**src/rtl/sync_pkg.sv**
```systemverilog
// Shared definitions for the multi-channel synchroniser / edge detector.
package sync_pkg;

    // Per-channel edge-select encodings (two bits per channel on mode_i).
    localparam logic [1:0] MODE_OFF  = 2'b00;
    localparam logic [1:0] MODE_RISE = 2'b01;
    localparam logic [1:0] MODE_FALL = 2'b10;
    localparam logic [1:0] MODE_BOTH = 2'b11;

    // Filter counter width: must hold 0..FILT_CYCLES without wrapping.
    function automatic int unsigned cnt_width(input int unsigned filt_cycles);
        return $clog2(filt_cycles + 1);
    endfunction

endpackage

```
**src/rtl/sync_edge_chan.sv**
```systemverilog
// Single channel: synchroniser chain, stability filter, edge pulse and sticky flag.
module sync_edge_chan
    import sync_pkg::*;
#(
    parameter int unsigned SYNC_STAGES = 2,
    parameter int unsigned FILT_CYCLES = 1,
    parameter bit          INIT_LVL    = 1'b0
) (
    input  logic       clk,
    input  logic       rst,
    input  logic       async_i,
    input  logic [1:0] mode_i,
    input  logic       clr_i,
    output logic       level_o,
    output logic       pulse_o,
    output logic       event_o
);

    localparam int unsigned    CntW   = cnt_width(FILT_CYCLES);
    localparam logic [CntW-1:0] CntMax = CntW'(FILT_CYCLES - 1);

    logic [SYNC_STAGES-1:0] sync_q, sync_d;
    logic                   sync_lvl;
    logic                   lvl_q, lvl_d;
    logic [CntW-1:0]        cnt_q, cnt_d;
    logic                   pulse_q, pulse_d;
    logic                   event_q, event_d;
    logic                   upd;

    // Plain shift chain; nothing between stages so each flop can resolve.
    assign sync_d   = {sync_q[SYNC_STAGES-2:0], async_i};
    assign sync_lvl = sync_q[SYNC_STAGES-1];

    // Filter: accept the new level only after FILT_CYCLES consecutive disagreeing samples.
    always_comb begin
        cnt_d = '0;
        lvl_d = lvl_q;
        upd   = 1'b0;
        if (sync_lvl != lvl_q) begin
            if (cnt_q == CntMax) begin
                lvl_d = sync_lvl;
                upd   = 1'b1;
            end else begin
                cnt_d = cnt_q + 1'b1;
            end
        end
    end

    // Pulse qualifies the update against the edge select sampled this cycle.
    always_comb begin
        pulse_d = 1'b0;
        case (mode_i)
            MODE_RISE: pulse_d = upd & sync_lvl;
            MODE_FALL: pulse_d = upd & ~sync_lvl;
            MODE_BOTH: pulse_d = upd;
            default:   pulse_d = 1'b0;
        endcase
    end

    // Sticky flag follows the registered pulse, so a clear coinciding with pulse_o loses.
    always_comb begin
        event_d = pulse_q | (event_q & ~clr_i);
    end

    // State registers.
    always_ff @(posedge clk or posedge rst) begin
        if (rst) begin
            sync_q  <= {SYNC_STAGES{INIT_LVL}};
            lvl_q   <= INIT_LVL;
            cnt_q   <= '0;
            pulse_q <= 1'b0;
            event_q <= 1'b0;
        end else begin
            sync_q  <= sync_d;
            lvl_q   <= lvl_d;
            cnt_q   <= cnt_d;
            pulse_q <= pulse_d;
            event_q <= event_d;
        end
    end

    assign level_o = lvl_q;
    assign pulse_o = pulse_q;
    assign event_o = event_q;

endmodule

```
**src/rtl/sync_edge_detect_mc.sv**
```systemverilog
// Multi-channel synchroniser / filtered edge detector: one independent channel per bit.
module sync_edge_detect_mc
    import sync_pkg::*;
#(
    parameter int unsigned NCH         = 4,
    parameter int unsigned SYNC_STAGES = 2,
    parameter int unsigned FILT_CYCLES = 1,
    parameter bit          INIT_LVL    = 1'b0
) (
    input  logic             clk,
    input  logic             rst,
    input  logic [NCH-1:0]   async_i,
    input  logic [2*NCH-1:0] mode_i,
    input  logic [NCH-1:0]   clr_i,
    output logic [NCH-1:0]   level_o,
    output logic [NCH-1:0]   pulse_o,
    output logic [NCH-1:0]   event_o
);

    for (genvar i = 0; i < NCH; i++) begin : g_chan
        sync_edge_chan #(
            .SYNC_STAGES (SYNC_STAGES),
            .FILT_CYCLES (FILT_CYCLES),
            .INIT_LVL    (INIT_LVL)
        ) u_chan (
            .clk     (clk),
            .rst     (rst),
            .async_i (async_i[i]),
            .mode_i  (mode_i[2*i +: 2]),
            .clr_i   (clr_i[i]),
            .level_o (level_o[i]),
            .pulse_o (pulse_o[i]),
            .event_o (event_o[i])
        );
    end

endmodule

```
**config.mk**
```make
export PLATFORM = sky130hd
export DESIGN_NAME = sync_edge_detect_mc
export DESIGN_NICKNAME = d
export VERILOG_FILES = /design/src/rtl/sync_pkg.sv /design/src/rtl/sync_edge_chan.sv /design/src/rtl/sync_edge_detect_mc.sv
export SDC_FILE = /design/constraint.sdc
export NUM_CORES = 1
export LEC_CHECK = 0
export CAP_MARGIN = 20
export CORE_MARGIN = 3
export CORE_UTILIZATION = 45
export CTS_CLUSTER_DIAMETER = 30
export CTS_CLUSTER_SIZE = 12
export DETAILED_ROUTE_END_ITERATION = 16
export MAX_ROUTING_LAYER = met4
export PLACE_DENSITY = 0.75
export SYNTH_ARGS = -nofsm -noshare
export SYNTH_HDL_FRONTEND = slang
export SYNTH_SLANG_ARGS = --single-unit
```
**constraint.sdc**
```tcl
create_clock -name clk -period 1.2 [get_ports clk]
set_clock_uncertainty 0.2 [all_clocks]
set_input_delay 0.3 -clock clk [delete_from_list [all_inputs] [get_ports clk]]
set_output_delay 0.3 -clock clk [all_outputs]
set_load 0.01 [all_outputs]
```
==> key figures <==
Critical path
  • Critical Path Start Type: register
  • Critical path's largest stage delay: approximately 0.4 ns
  • Buffer and inverter count on the worst path: 1
  • Worst path top cell family by delay: flip-flops
  • Slowest CP cell: dfrtp_1
  • Reg-to-reg slack, setup: -0.08 ns
  • WS Path Type: register to output port
  • Critical Path Fanout Max: 2
  • Critical Path Sink Type: output port
  • Critical Path RT: 0.70 ns
  • Crit path cell chain: buf_2
  • CP Data Arrival Time: 0.83 ns

Layout
  • Nets: around 140
  • Fraction of layout cells with a size suffix above 1: 32.1%
  • Fin util: 64.7%
  • Fill cells: 165
  • Diode count: 0
  • Area Overhead vs Synth: 32.6%

Floorplanning
  • Std cell rows: 16
  • Die height: approximately 53 um
  • Die W: 52.8 um
  • Initial Utilization: 48.8%
  • IO Pins: 30
  • Full die area: 0.00279 mm^2
  • Core Box Area: 0.00202 mm^2

Drt
  • DRT Pass-1 Iters: 4
  • Total routed wirelength: 1540 um
  • DRC: 0
  • Vias post-DR: roughly 640
  • Routed vias/inst: 4.62
  • Antenna Nets Post-Route: 0
  • Routed WL per cell: 11.1 um
  • Iter 0 DRT Violations: 4

Outcome
  • Violated checks: setup timing
  • Outcome: finished, violations left

Pwr
  • Pleak: between 0.6 and 0.7 nW
  • Cell area power density: 1060 mW/mm^2
  • Power, Total: 1.39 mW
  • Peak supply drop: 1.06 mV

Logic synthesis
  • Yosys cell types: 13
  • Synthesized area: 987 um^2
  • Seq/Total Area, Yosys: 50.7%
  • Yosys reg bits: 20
  • Mapped Cells: 86
  • Syn_area_per_cell: 11.5 um^2
  • Yosys warns: 0
  • Syn Nets: 116

Placed design
  • Post-DP HPWL: 1120 um
  • IO buf count: 29
  • Placer congestion estimate: 0.628

Global routing
  • Remaining global-route overflow: 0
  • First-pass GRT wire length: 2560 um
  • Vias in the first global route: 613
  • Largest net degree at the start of global routing: 21
  • Gr usage total: 13.0%
  • Initial antenna violation count: 0

Clock network
  • H-tree levels: 1
  • CTS Root Cell: clkbuf_4
  • Max clock buf depth: 2
  • Worst-path clk slew: around 0.10 ns
  • CTS buffer count: 3
  • Clk sinks: 20
  • CTS tree: built
  • Skew-Pair Late Insertion Delay: around 0.29 ns

Min path
  • HP Class: input pin to async pin

STA
  • RSZ-0062 raised after global routing: yes
  • Max Freq: 0.750 GHz
  • Worst hold-check slack: 0.115 ns
  • Fin. Hold Viols: 0
  • Period minus WS final: 1.33 ns
  • Final worst slack: -0.133 ns
  • Finish-stage setup viols: 13
  • Final Max Slew Viols: 0
  • Relative slew slack: 89.3%
  • Tightest Pin Transition: between 0.15 and 0.2 ns
  • Fin crit share: 111%

Run
  • Max-cap viol count: 0
## power by group
part / switching [mW] / total [mW] / internal (mW)
Combinational: 0.116 / 0.264 / 0.148
Sequential: 0.0267 / 0.751 / 0.724
Clock: 0.186 / 0.371 / 0.185
## state kept, by name, indices dropped and copies added (netlist names)
| name | count |
|---|---|
| g_chan.u_chan.level_o | 4 |
| g_chan.u_chan.sync_q | 8 |
| g_chan.u_chan.event_o | 4 |
| g_chan.u_chan.pulse_o | 4 |
## layer usage
layer	up-vias	GRT usage, %	part of all wire, %	wire length [um]
li1	313	-	-	-
met1	304	13.9	41	627
met2	23	22.5	49	759
met3	2	6.27	9.3	144
met4	0	1.28	0.78	12
met5	-	-	0	0
## cells in the final DEF, fill, tap and decap left out, drive strengths merged
cell type | Yosys | routed
buf | 12 | 21
dfrtp | 20 | 20
inv | 13 | 13
ha | 12 | 12
clkdlybuf4s50 | 0 | 9
dlygate4sd2 | 0 | 8
nand2 | 4 | 4
nand4b | 4 | 4
a31oi | 4 | 4
a21o | 4 | 4
xor2 | 4 | 4
clkbuf | 4 | 4
nand4bb | 3 | 3
nor2 | 1 | 1
nand3 | 1 | 1
## cells in the mapped netlist, drive strengths merged
master | count | area [um^2]
a31oi | 4 | 25.0
xor2 | 4 | 35.0
dfrtp | 20 | 500
nand4b | 4 | 35.0
clkbuf | 4 | 15.0
nor2 | 1 | 3.75
inv | 13 | 48.8
nand3 | 1 | 5.00
buf | 12 | 90.1
ha | 12 | 150
a21o | 4 | 30.0
nand2 | 4 | 15.0
nand4bb | 3 | 33.8
## final timing paths
path / start / endpoint / cells after the start
min in group clk: g_chan[0].u_chan.sync_q[0] / g_chan[0].u_chan.sync_q[1] / 0
hold reg to reg: g_chan[0].u_chan.sync_q[0] / g_chan[0].u_chan.sync_q[1] / 0
hold / removal: rst / g_chan[2].u_chan.pulse_o / 3
max in group asynchronous: rst / g_chan[2].u_chan.sync_q[1] / 3
setup reg to reg: g_chan[1].u_chan.level_o / g_chan[1].u_chan.pulse_o / 5
setup / recovery: g_chan[0].u_chan.level_o / level_o[0] / 1
## logic make-up (layout without fill, tap and decap cells)
| group | Yosys count | after routing | synth area share (%) |
|---|---|---|---|
| AOI/OAI and AO/OA | 8 | 8 | 5.58 |
| xor gates and xnor gates | 4 | 4 | 3.55 |
| adders and majority gates | 12 | 12 | 15.2 |
| buffers and inverters | 29 | 55 | 15.6 |
| DFF | 20 | 20 | 50.7 |
| and+or+nand+nor | 13 | 13 | 9.38 |
## final cells by class
type,count,area (um^2),area share [%]
sequential,20,500,38.2
multi-input combinational,37,385,29.4
timing repair buffer,38,304,23.2
inverter,13,48.8,3.73
clock buffer,4,36.3,2.77
tap,27,33.8,2.58
## stage by stage
stage               TNS [ns]  cells  setup WS, ns  cell area, um^2
floorplan                  0     86        0.0641              987
global placement       -4.11    131        -0.477             1260
detailed placement     -4.31    131        -0.504             1260
CTS                    -1.59    137        -0.143             1280
global route           -2.22    139        -0.183             1310
finish                 -1.49    139        -0.133             1310
## what timing repair did
item                                    in CTS  in global routing
hold buffers                                 0                  0
gates resized for setup                     65                  3
setup buffers                                4                  3
pin swaps                                   10                  7
endpoints found under the setup margin      16                 16
Note: power is estimated with default switching activity, not from simulation.
